`src/rtl/pushbutton_debounce_bank_if.sv`:
```
// Signal bundle between raw pushbuttons and the debounce bank.
// The master side drives the raw buttons; the slave side (the bank) returns clean levels and strobes.
interface pushbutton_debounce_bank_if #(
  parameter int NUM_BTN = 4
);
  logic [NUM_BTN-1:0] btn_raw;
  logic [NUM_BTN-1:0] btn_level;
  logic [NUM_BTN-1:0] press_pulse;
  logic [NUM_BTN-1:0] release_pulse;
  logic [NUM_BTN-1:0] repeat_pulse;
  logic               any_press;

  modport master (
    output btn_raw,
    input  btn_level, press_pulse, release_pulse, repeat_pulse, any_press
  );

  modport slave (
    input  btn_raw,
    output btn_level, press_pulse, release_pulse, repeat_pulse, any_press
  );
endinterface

```
`src/rtl/pushbutton_debounce_bank.sv`:
```
// Bank of independent pushbutton conditioners: synchroniser, counter debounce,
// polarity-normalised level, one-cycle press/release strobes and optional auto-repeat.
module pushbutton_debounce_bank #(
  parameter int NUM_BTN         = 4,
  parameter int SYNC_STAGES     = 2,
  parameter int DEBOUNCE_CYCLES = 1000,
  parameter int ACTIVE_LOW      = 1,
  parameter int REPEAT_EN       = 0,
  parameter int REPEAT_DELAY    = 25000000,
  parameter int REPEAT_PERIOD   = 5000000
) (
  input  logic                     clk,
  input  logic                     rst,
  pushbutton_debounce_bank_if.slave bus
);

  localparam int              DW       = $clog2(DEBOUNCE_CYCLES + 1);
  localparam logic            IDLE     = (ACTIVE_LOW != 0);
  localparam logic [DW-1:0]   CNT_LAST = DW'(DEBOUNCE_CYCLES - 1);

  logic [SYNC_STAGES-1:0] sync_q [NUM_BTN];
  logic [DW-1:0]          cnt_q  [NUM_BTN];
  logic [NUM_BTN-1:0]     level_q;
  logic [NUM_BTN-1:0]     press_q;
  logic [NUM_BTN-1:0]     release_q;
  logic [NUM_BTN-1:0]     repeat_q;
  logic [NUM_BTN-1:0]     pressed;
  logic [NUM_BTN-1:0]     accept;

  // accept: the differing synced value completes its hold this edge
  always_comb begin
    pressed = '0;
    accept  = '0;
    for (int unsigned i = 0; i < NUM_BTN; i++) begin
      pressed[i] = sync_q[i][SYNC_STAGES-1] ^ IDLE;
      accept[i]  = (pressed[i] != level_q[i]) && (cnt_q[i] == CNT_LAST);
    end
  end

  always_ff @(posedge clk) begin
    if (rst) begin
      for (int unsigned i = 0; i < NUM_BTN; i++) begin
        sync_q[i] <= {SYNC_STAGES{IDLE}};
        cnt_q[i]  <= '0;
      end
      level_q   <= '0;
      press_q   <= '0;
      release_q <= '0;
    end else begin
      for (int unsigned i = 0; i < NUM_BTN; i++) begin
        sync_q[i]    <= {sync_q[i][SYNC_STAGES-2:0], bus.btn_raw[i]};
        press_q[i]   <= accept[i] & ~level_q[i];
        release_q[i] <= accept[i] &  level_q[i];
        if (pressed[i] == level_q[i]) begin
          cnt_q[i] <= '0;
        end else if (accept[i]) begin
          level_q[i] <= pressed[i];
          cnt_q[i]   <= '0;
        end else begin
          cnt_q[i] <= cnt_q[i] + 1'b1;
        end
      end
    end
  end

  if (REPEAT_EN != 0) begin : g_repeat
    localparam int RMAX = (REPEAT_DELAY > REPEAT_PERIOD) ? REPEAT_DELAY : REPEAT_PERIOD;
    localparam int RW   = $clog2(RMAX + 1);

    logic [RW-1:0] rcnt_q [NUM_BTN];

    // Counts down to the next strobe (delay after press, then period) rather than
    // up against thresholds; strobe timing is identical.
    always_ff @(posedge clk) begin
      if (rst) begin
        for (int unsigned i = 0; i < NUM_BTN; i++) rcnt_q[i] <= '0;
        repeat_q <= '0;
      end else begin
        for (int unsigned i = 0; i < NUM_BTN; i++) begin
          repeat_q[i] <= 1'b0;
          if (accept[i] && !level_q[i]) begin
            rcnt_q[i] <= RW'(REPEAT_DELAY - 1);
          end else if (!level_q[i] || accept[i]) begin
            rcnt_q[i] <= '0;
          end else if (rcnt_q[i] == '0) begin
            repeat_q[i] <= 1'b1;
            rcnt_q[i]   <= RW'(REPEAT_PERIOD - 1);
          end else begin
            rcnt_q[i] <= rcnt_q[i] - 1'b1;
          end
        end
      end
    end
  end else begin : g_no_repeat
    assign repeat_q = '0;
  end

  assign bus.btn_level     = level_q;
  assign bus.press_pulse   = press_q;
  assign bus.release_pulse = release_q;
  assign bus.repeat_pulse  = repeat_q;
  assign bus.any_press     = |press_q;

endmodule
```
`src/flat_wrapper.sv`:
```
// flat-port wrapper written by rule: the top's interface ports become plain ports
module pushbutton_debounce_bank_flat 
#(
  parameter int NUM_BTN         = 4,
  parameter int SYNC_STAGES     = 2,
  parameter int DEBOUNCE_CYCLES = 1000,
  parameter int ACTIVE_LOW      = 1,
  parameter int REPEAT_EN       = 0,
  parameter int REPEAT_DELAY    = 25000000,
  parameter int REPEAT_PERIOD   = 5000000
)
  (clk, rst, bus_btn_raw, bus_btn_level, bus_press_pulse, bus_release_pulse, bus_repeat_pulse, bus_any_press);
  pushbutton_debounce_bank_if #(.NUM_BTN(NUM_BTN)) bus_i ();
  input  logic clk;
  input  logic rst;
  input wire logic [$bits(bus_i.btn_raw)-1:0] bus_btn_raw;
  output wire logic [$bits(bus_i.btn_level)-1:0] bus_btn_level;
  output wire logic [$bits(bus_i.press_pulse)-1:0] bus_press_pulse;
  output wire logic [$bits(bus_i.release_pulse)-1:0] bus_release_pulse;
  output wire logic [$bits(bus_i.repeat_pulse)-1:0] bus_repeat_pulse;
  output wire logic [$bits(bus_i.any_press)-1:0] bus_any_press;
  assign bus_i.btn_raw = bus_btn_raw;
  assign bus_btn_level = bus_i.btn_level;
  assign bus_press_pulse = bus_i.press_pulse;
  assign bus_release_pulse = bus_i.release_pulse;
  assign bus_repeat_pulse = bus_i.repeat_pulse;
  assign bus_any_press = bus_i.any_press;
  pushbutton_debounce_bank #(.NUM_BTN(NUM_BTN), .SYNC_STAGES(SYNC_STAGES), .DEBOUNCE_CYCLES(DEBOUNCE_CYCLES), .ACTIVE_LOW(ACTIVE_LOW), .REPEAT_EN(REPEAT_EN), .REPEAT_DELAY(REPEAT_DELAY), .REPEAT_PERIOD(REPEAT_PERIOD)) u_core (.clk(clk), .rst(rst), .bus(bus_i));
endmodule
```
`config.mk`:
```
export PLATFORM = sky130hd
export DESIGN_NAME = pushbutton_debounce_bank_flat
export DESIGN_NICKNAME = d
export VERILOG_FILES = /design/src/rtl/pushbutton_debounce_bank_if.sv /design/src/rtl/pushbutton_debounce_bank.sv /design/src/flat_wrapper.sv
export SDC_FILE = /design/constraint.sdc
export NUM_CORES = 1
export LEC_CHECK = 0
export CAP_MARGIN = 20
export CORE_MARGIN = 4
export CORE_UTILIZATION = 40
export DETAILED_ROUTE_END_ITERATION = 8
export PLACE_DENSITY_LB_ADDON = 0.1
export SLEW_MARGIN = 20
export SYNTH_ARGS = -nofsm -noshare
export SYNTH_HDL_FRONTEND = slang
export SYNTH_SLANG_ARGS = --single-unit
export TNS_END_PERCENT = 50
```
`constraint.sdc`:
```
create_clock -name clk -period 1.6 [get_ports clk]
set_input_delay 0.16 -clock clk [delete_from_list [all_inputs] [get_ports clk]]
set_output_delay 0.16 -clock clk [all_outputs]
set_load 0.005 [all_outputs]
```
==> impl.org, run 1 <==
** Setup path
- STA puts the critical path data arrival time at roughly 1.6 ns.
- Worst path required time :: about 1.7 ns
- The worst setup path is captured at a flop.
- STA classifies the critical path startpoint as a flop.
- Kind of critical path :: flop to flop
- In this run the worst path has a maximum fanout of 4.
- Series of cell instances along the critical path :: ha_1, nand4b_1, or3_4, and3_1
- The slowest stage of the critical path belongs to the cell or3_4.
- The largest single stage delay on the critical path is 0.40 ns.

** Detailed routing
- Post-DRT Antenna Nets :: 0
- Remaining DRCs :: 0
- For this block, the initial DRC count from the detailed router was 48.
- The routed layout has between 2,000 and 2,500 vias.
- The first TritonRoute pass finished after 4 iterations.
- After detailed routing, the number of vias per cell comes to about 4.6.
- Summed over all layers, the routed wires come to a little over 5000 um.
- Detailed-route wire length per cell :: 11.71 um

** Floorplanning
- The floorplan step defined a die boundary enclosing between 0.008 and 0.009 mm^2.
- Vertical extent of the die :: 92.30 um
- Starting Density :: 41.61%
- Die W :: between 90 and 100 um
- Core Area :: a little under 0.007 mm^2
- Ports :: 23
- The initialized floorplan defines 30 standard-cell rows.

** Status
- The flow ran to the end, and the final reports show no timing, DRC or antenna violations.

** Finish
- Area growth, synth to finish :: 25.57%
- In the layout the commonest cells are conb_1, edfxtp_1, nor2_1.
- After filler insertion, the fill cell instance count of the layout stands at between 600 and 700.
- Non-filler instance count after layout :: roughly 440
- The number of antenna diodes in the final layout is 0.
- Of the cells placed in the final design, the portion with a size suffix greater than 1 is between 10% and 20%.
- Leaving out fill and tap cells, the most frequent cell in the layout is conb_1.
- Net count, final :: approximately 350

** Timing
- Largest clock skew in the final design :: 0.006326 ns
- The number of pins exceeding their max-slew limit in the final report came to 0.
- Once routing completed, OpenROAD measured the worst setup slack at between 0.05 and 0.06 ns.
- Shortest period the worst path allows :: roughly 1.5 ns
- After layout, the worst path uses a little over nine tenths of the clock period.
- FMAX :: between 600 and 700 MHz
- The number of hold violations in the final report is 0.
- Setup violations remaining at the end of the flow were counted as 0.
- Setup repair after global routing could not meet its margin everywhere.

** Place
- Count of input and output buffers :: 18
- At the end of routability-driven placement, the weighted congestion stood at ~0.84.
- Including well taps, the total number of placed cells is 420.
- Detailed placement HPWL :: 3759 um
- Prior to clock tree synthesis, the placed netlist has a worst setup slack of -0.02341 ns.

** Clock network
- After clock tree synthesis, the clock-pin slew on the worst setup and hold paths is about 0.06 ns.
- # hold bufs at CTS :: 0
- Number of sinks on the clock net :: 60
- In this run the clock root is driven by a clkbuf_8.
- For the worst-skew pair, the clock arrives at the later sink with an insertion delay of 0.33 ns.
- H-tree levels :: 3
- Maximum buffer depth of the clock tree :: 2
- Number of clock buffers inserted by TritonCTS :: 9
- TritonCTS built the clock tree.

** Synthesis
- Count of distinct cell types in the synthesized netlist :: 52
- Of the total synthesized cell area, the portion taken by XOR and XNOR cells is approximately 6.5%.
- Post-synthesis compound-gate area fraction :: between 9 and 10%
- Share of async-settable or async-resettable flops after synthesis :: 0%
- Synth Area in Simple Gates :: roughly 24%
- In this run the mean area of a mapped cell was about 11 um^2.
- For this run, the register share of the synthesized area comes to 56.34%.
- Yosys warning total :: 0
- Number of instances in the synthesized netlist :: roughly 260
- Post-synthesis register bit count :: 60
- EDFF count, synth :: 40
- Synthesized cell area :: roughly 0.0028 mm^2
- Primary flip-flop cell chosen by synthesis mapping :: edfxtp_1
- Dominant combinational cell family by area after synthesis :: simple AND/OR/NAND/NOR gates
- After Yosys synthesis, full adders, half adders and majority gates account for under 10% of the synthesized area.
- Of the post-synthesis cell area, the part taken by muxes is 0%.

** Global route
- Entering global routing, the biggest net connects 19 pins.
- The number of global-route vias before repair was ~2,000.
- Antenna violations before repair :: 0
- Global routing consumed, over all layers together, between 10% and 20% of the routing resources.
- Total congestion overflow after global routing :: 0
- The first global-routing pass estimated just under 9000 um of wire.

** Power
- Power per Cell Area :: 844.5 mW/mm^2
- Summed over all cells, the static leakage comes to 1.356 nW.
- The worst-case IR drop observed on VDD is between 0.0004 and 0.0005 V.

** Worst hold path
- HP Class :: input pin to flop

** Flow run
- Max-cap violations in this run came to 0.
==> per-stage QoR <==
stage	setup TNS, ns	util, %	area [um^2]	hold slack [ns]	power [mW]
6_report	0	52.25	3570	0.3873	3.015
5_1_grt	-0.04470	52.25	3570	0.3856	3.152
4_1_cts	0	51.81	3540	0.3769	3.039
3_5_place_dp	-0.02341	49.62	3390	0.3957	1.936
3_3_place_gp	0	49.62	3390	0.3912	1.934
2_1_floorplan	0	-	3000	0.2638	1.879
==> flip-flops by register name, summed over array words and instances, names as in the netlist <==
name,flops
u_core.cnt_q,40
u_core.sync_q,8
u_core.bus.btn_level,4
u_core.bus.press_pulse,4
u_core.bus.release_pulse,4
==> critical path, delay by kind of cell, from the launching register on <==
family / cells / cell delay, ns
AND/OR/NAND/NOR: 3 / 0.77
flip-flops: 1 / 0.36
adder cells (fa/ha/maj): 1 / 0.17
==> cell type report <==
type                       instances  area [um^2]  area share (%)
inverter                           1        3.754          0.1052
clock inverter                     4        16.27          0.4557
timing repair buffer              35        320.3           8.973
multi-input combinational        229         1373           38.45
tap                               96        120.1           3.365
clock buffer                      12        135.1           3.786
sequential                        60         1602           44.87
==> synthesized netlist by cell type, types with 2 or more instances <==
library cell  count  share of area, %
nand3_1          14               2.5
a21oi_1          15               2.6
and3_1            8               1.8
a311oi_1          2              0.62
buf_2             2              0.35
ha_1              4               1.8
and2_1            3              0.66
a21o_1            4               1.1
edfxtp_1         40                42
dfxtp_1          20                14
conb_1            2              0.26
o211a_1           2              0.70
xnor2_1           8               2.5
nor2_1           31               4.1
buf_4             4               1.1
and4_1            3              0.92
nand4_1           2              0.44
nor3_1           10               1.8
or2_2            12               2.6
o211ai_1          5               1.3
nand2_1          18               2.4
and3_2            3              0.79
o221a_2           2              0.79
xor2_1           13               4.0
==> power breakdown <==
group          switching, mW  internal, mW  total (mW)
Clock                  0.558         0.545        1.10
Combinational         0.0833        0.0791       0.162
Sequential            0.0427          1.71        1.75
Total                  0.684          2.33        3.01
==> cells by family (layout without fill, tap and decap cells) <==
kind of cell / after synthesis / in the layout
and+or+nand+nor: 123 / 123
DFF: 60 / 60
AOI/OAI and AO/OA: 37 / 37
xor gates and xnor gates: 21 / 21
buffers and inverters: 8 / 52
adders and majority gates: 4 / 4
other: 2 / 44
==> metal layers <==
layer	up-vias	global-route usage [%]	wire [um]
met3	8	2.843	198
met4	0	7.426	101
met5	-	0	0
li1	1056	-	-
met1	918	17.78	2602
met2	27	19.52	2213
==> final timing paths <==
| path | to | depth (start not counted) | slack (ns) | startpoint |
|---|---|---|---|---|
| worst max-delay path | u_core.cnt_q[2][1] | 4 | 0.06 | u_core.cnt_q[2][1] |
| worst min-delay path | u_core.sync_q[2][0] | 2 | 0.39 | bus_btn_raw[2] |
| worst max register to register | u_core.cnt_q[2][1] | 4 | 0.06 | u_core.cnt_q[2][1] |
| worst min register to register | u_core.sync_q[2][1] | 1 | 0.41 | u_core.sync_q[2][0] |
==> repair_timing <==
action | CTS | global route
setup buffers | 0 | 1
endpoints found under the setup margin | 1 | 24
gates resized for setup | 1 | 9
pin swaps | 0 | 2
No activity file was read; power rests on OpenSTA's default activity.
==> run 2, diff against run 1 <==
Settings changed: CAP_MARGIN 20 to default.
==> results of run 2 <==
The final DEF is identical to that of run 1; final timing and power are the same.
==> run 3, diff against run 2 <==
Settings changed: MAX_ROUTING_LAYER from default to met4.
==> run 3 against run 2 <==
Non-clock buffer count is the same. Register-to-register slack is essentially flat. First-iteration DRC count is the same. Critical path depth is the same. Utilization is the same.
==> impl.org, run 3 (same netlist as run 1, synthesis figures left out) <==
** Detailed routing
- Post-DRT Antenna Nets :: 0
- In the final routed layout, each cell accounts on average for 11.71 um.
- Via total after detailed routing :: about 2,000
- Total iterations of the first detailed-routing run :: 4
- Detailed-route vias per instance :: 4.600
- Wirelength, routed :: between 5000 and 6000 um
- Remaining DRCs :: 0
- The first routing iteration left 48 violations.

** Place
- Detailed placement HPWL :: 3759 um
- After detailed placement, the total cell area comes to 0.003390 mm^2.
- Including well taps, the total number of placed cells is between 400 and 500.
- At the end of routability-driven placement, the weighted congestion stood at around 0.85.
- During placement, the flow inserted port buffers numbering 18.
- OpenSTA, run right after detailed placement, puts the worst setup slack at -0.02341 ns.

** Clock network
- The clock passes through at most 2 buffers.
- Cell chosen for the clock root :: clkbuf_8
- Clock insertion delay at the later pin of the skew report :: 0.33 ns
- Buffers inserted during clock tree synthesis total 9.
- Clock slew at reported path FFs :: approximately 0.06 ns
- TritonCTS built the clock tree.
- The H-tree was split into 3 levels.
- Clock tree synthesis found a total of 60 sinks.

** Power
- Power spread over the standard cell area amounts to 844.2 mW/mm^2.
- Per report_power, the clock group accounts for 36.6% of the total.
- Sequential cells account for approximately 58% of the total power.
- Combinational share of power :: under 10%
- Worst voltage drop across the vdd grid :: between 0.0004 and 0.0005 V
- The internal portion of the total power is about 2.3 mW.
- Total leakage power :: between 1 and 1.5 nW
- In this run the power spent charging and discharging nets is 683.3 uW.
- Net switching is between 20% and 30% of the power.
- The design draws around 3 mW.

** Timing
- Across all setup checks in the final design, the least slack found is 0.05993 ns.
- Across the routed clock network, the largest skew measured is about 0.0063 ns.
- Final-layout setup total negative slack :: 0 ns
- Counting I/O delays and the setup requirement, the final critical path takes 1.540 ns.
- Finish-stage setup viols :: 0
- Static timing analysis puts the maximum clock frequency at between 600 and 700 MHz.
- Unrepaired setup endpoints after global routing :: true
- In the finished design, the share of the clock period the worst path needs comes to around 96%.
- The tightest hold path in the finished design has a slack of 0.3880 ns.
- Fin. Hold Viols :: 0
- Slew Viols, Final :: 0

** Finish
- Largest register FFs :: 40
- Commonest non-fill, non-tap cell in the layout :: conb_1
- The library cells used most frequently in the layout, excluding fill and tap cells, are conb_1, edfxtp_1, nor2_1.
- Compared with the post-synthesis result, the final layout area differs by 25.57%.
- Design Area, Final :: about 0.0036 mm^2
- 0 antenna diodes ended up in the layout.
- Largest registers :: u_core.cnt_q: 40 flops, u_core.sync_q: 8 flops
- Post-layout utilization of the core :: a little over half
- In the final layout, the share of cells above drive strength 1 is around 17%.
- Counting flops per register, the top entry is u_core.cnt_q.
- Net count, final :: ~350
- Excluding fillers, the count of instances in the completed layout stands at 437.

** Floorplanning
- Starting Density :: between 40% and 50%
- Die W :: roughly 90 um
- Area of the die :: between 0.008 and 0.009 mm^2
- Row generation in the floorplan step produced 30 rows.
- For this design the top-level I/O count stands at 23.
- Vertical extent of the die :: a little over 90 um
- Core Area :: about 0.007 mm^2

** Flow run
- Maximum Capacitance Violations :: 0

** Global route
- Vias in the first global route :: slightly below 2,000
- Entering global routing, the biggest net connects 19 pins.
- For this run, the total global-route usage over all layers was measured as between 10% and 20%.
- The number of antenna violations at the first check in global routing is 0.
- Total congestion overflow after global routing :: 0
- The first global-routing pass estimated between 8000 and 9000 um of wire.

** Setup path
- Worst Setup Start Kind :: flop
- Kind of critical path :: flop to flop
- Worst path required time :: 1.69 ns
- At the worst endpoint, the arrival time is around 1.6 ns.
- Along the worst path, the maximum fanout reaches 4.
- Kind of capture point of the worst setup path :: flop

** Worst hold path
- HP Class :: input pin to flop

** Status
- The flow ran to the end, and the final reports show no timing, DRC or antenna violations.
## run 3: what timing repair did
action                     in CTS  in global routing
setup endpoints to repair       1                 24
buffers inserted                0                  1
hold buffers                    0                  0
resized for setup               1                  9
pin swaps                       0                  2
## run 3: cell type report
type | instances | area, um^2
fill | 657 | 3262
sequential | 60 | 1602
multi-input combinational | 229 | 1373
timing repair buffer | 35 | 320.3
clock buffer | 12 | 135.1
tap | 96 | 120.1
clock inverter | 4 | 16.27
inverter | 1 | 3.754
## run 3: power by group through the flow
stage	logic [mW]	registers, mW	clock network (mW)
after floorplan	0.104	1.78	0
after global placement	0.154	1.78	0
after detailed placement	0.155	1.78	0
after CTS	0.156	1.75	1.13
after global routing	0.188	1.76	1.21
final	0.162	1.75	1.10
## run 3: worst max-delay path, cell delays in order (launching register included)
cell,delay (ns)
edfxtp_1,0.36
ha_1,0.17
nand4b_1,0.17
or3_4,0.40
and3_1,0.20
## run 3: path summary, 6_finish.rpt
check / start / endpoint / slack [ns] / cells after the start
setup / recovery: u_core.cnt_q[2][1] / u_core.cnt_q[2][1] / 0.06 / 4
hold / removal: bus_btn_raw[2] / u_core.sync_q[2][0] / 0.39 / 2
setup reg to reg: u_core.cnt_q[2][1] / u_core.cnt_q[2][1] / 0.06 / 4
hold reg to reg: u_core.sync_q[2][0] / u_core.sync_q[2][1] / 0.41 / 1
## run 3: routing by layer
layer | track usage, % | routed length, um | vias to the layer above
met4 | 7.426 | 96 | 0
li1 | - | - | 1056
met1 | 17.88 | 2620 | 919
met5 | - | 0 | -
met2 | 19.52 | 2215 | 27
met3 | 2.681 | 184 | 8
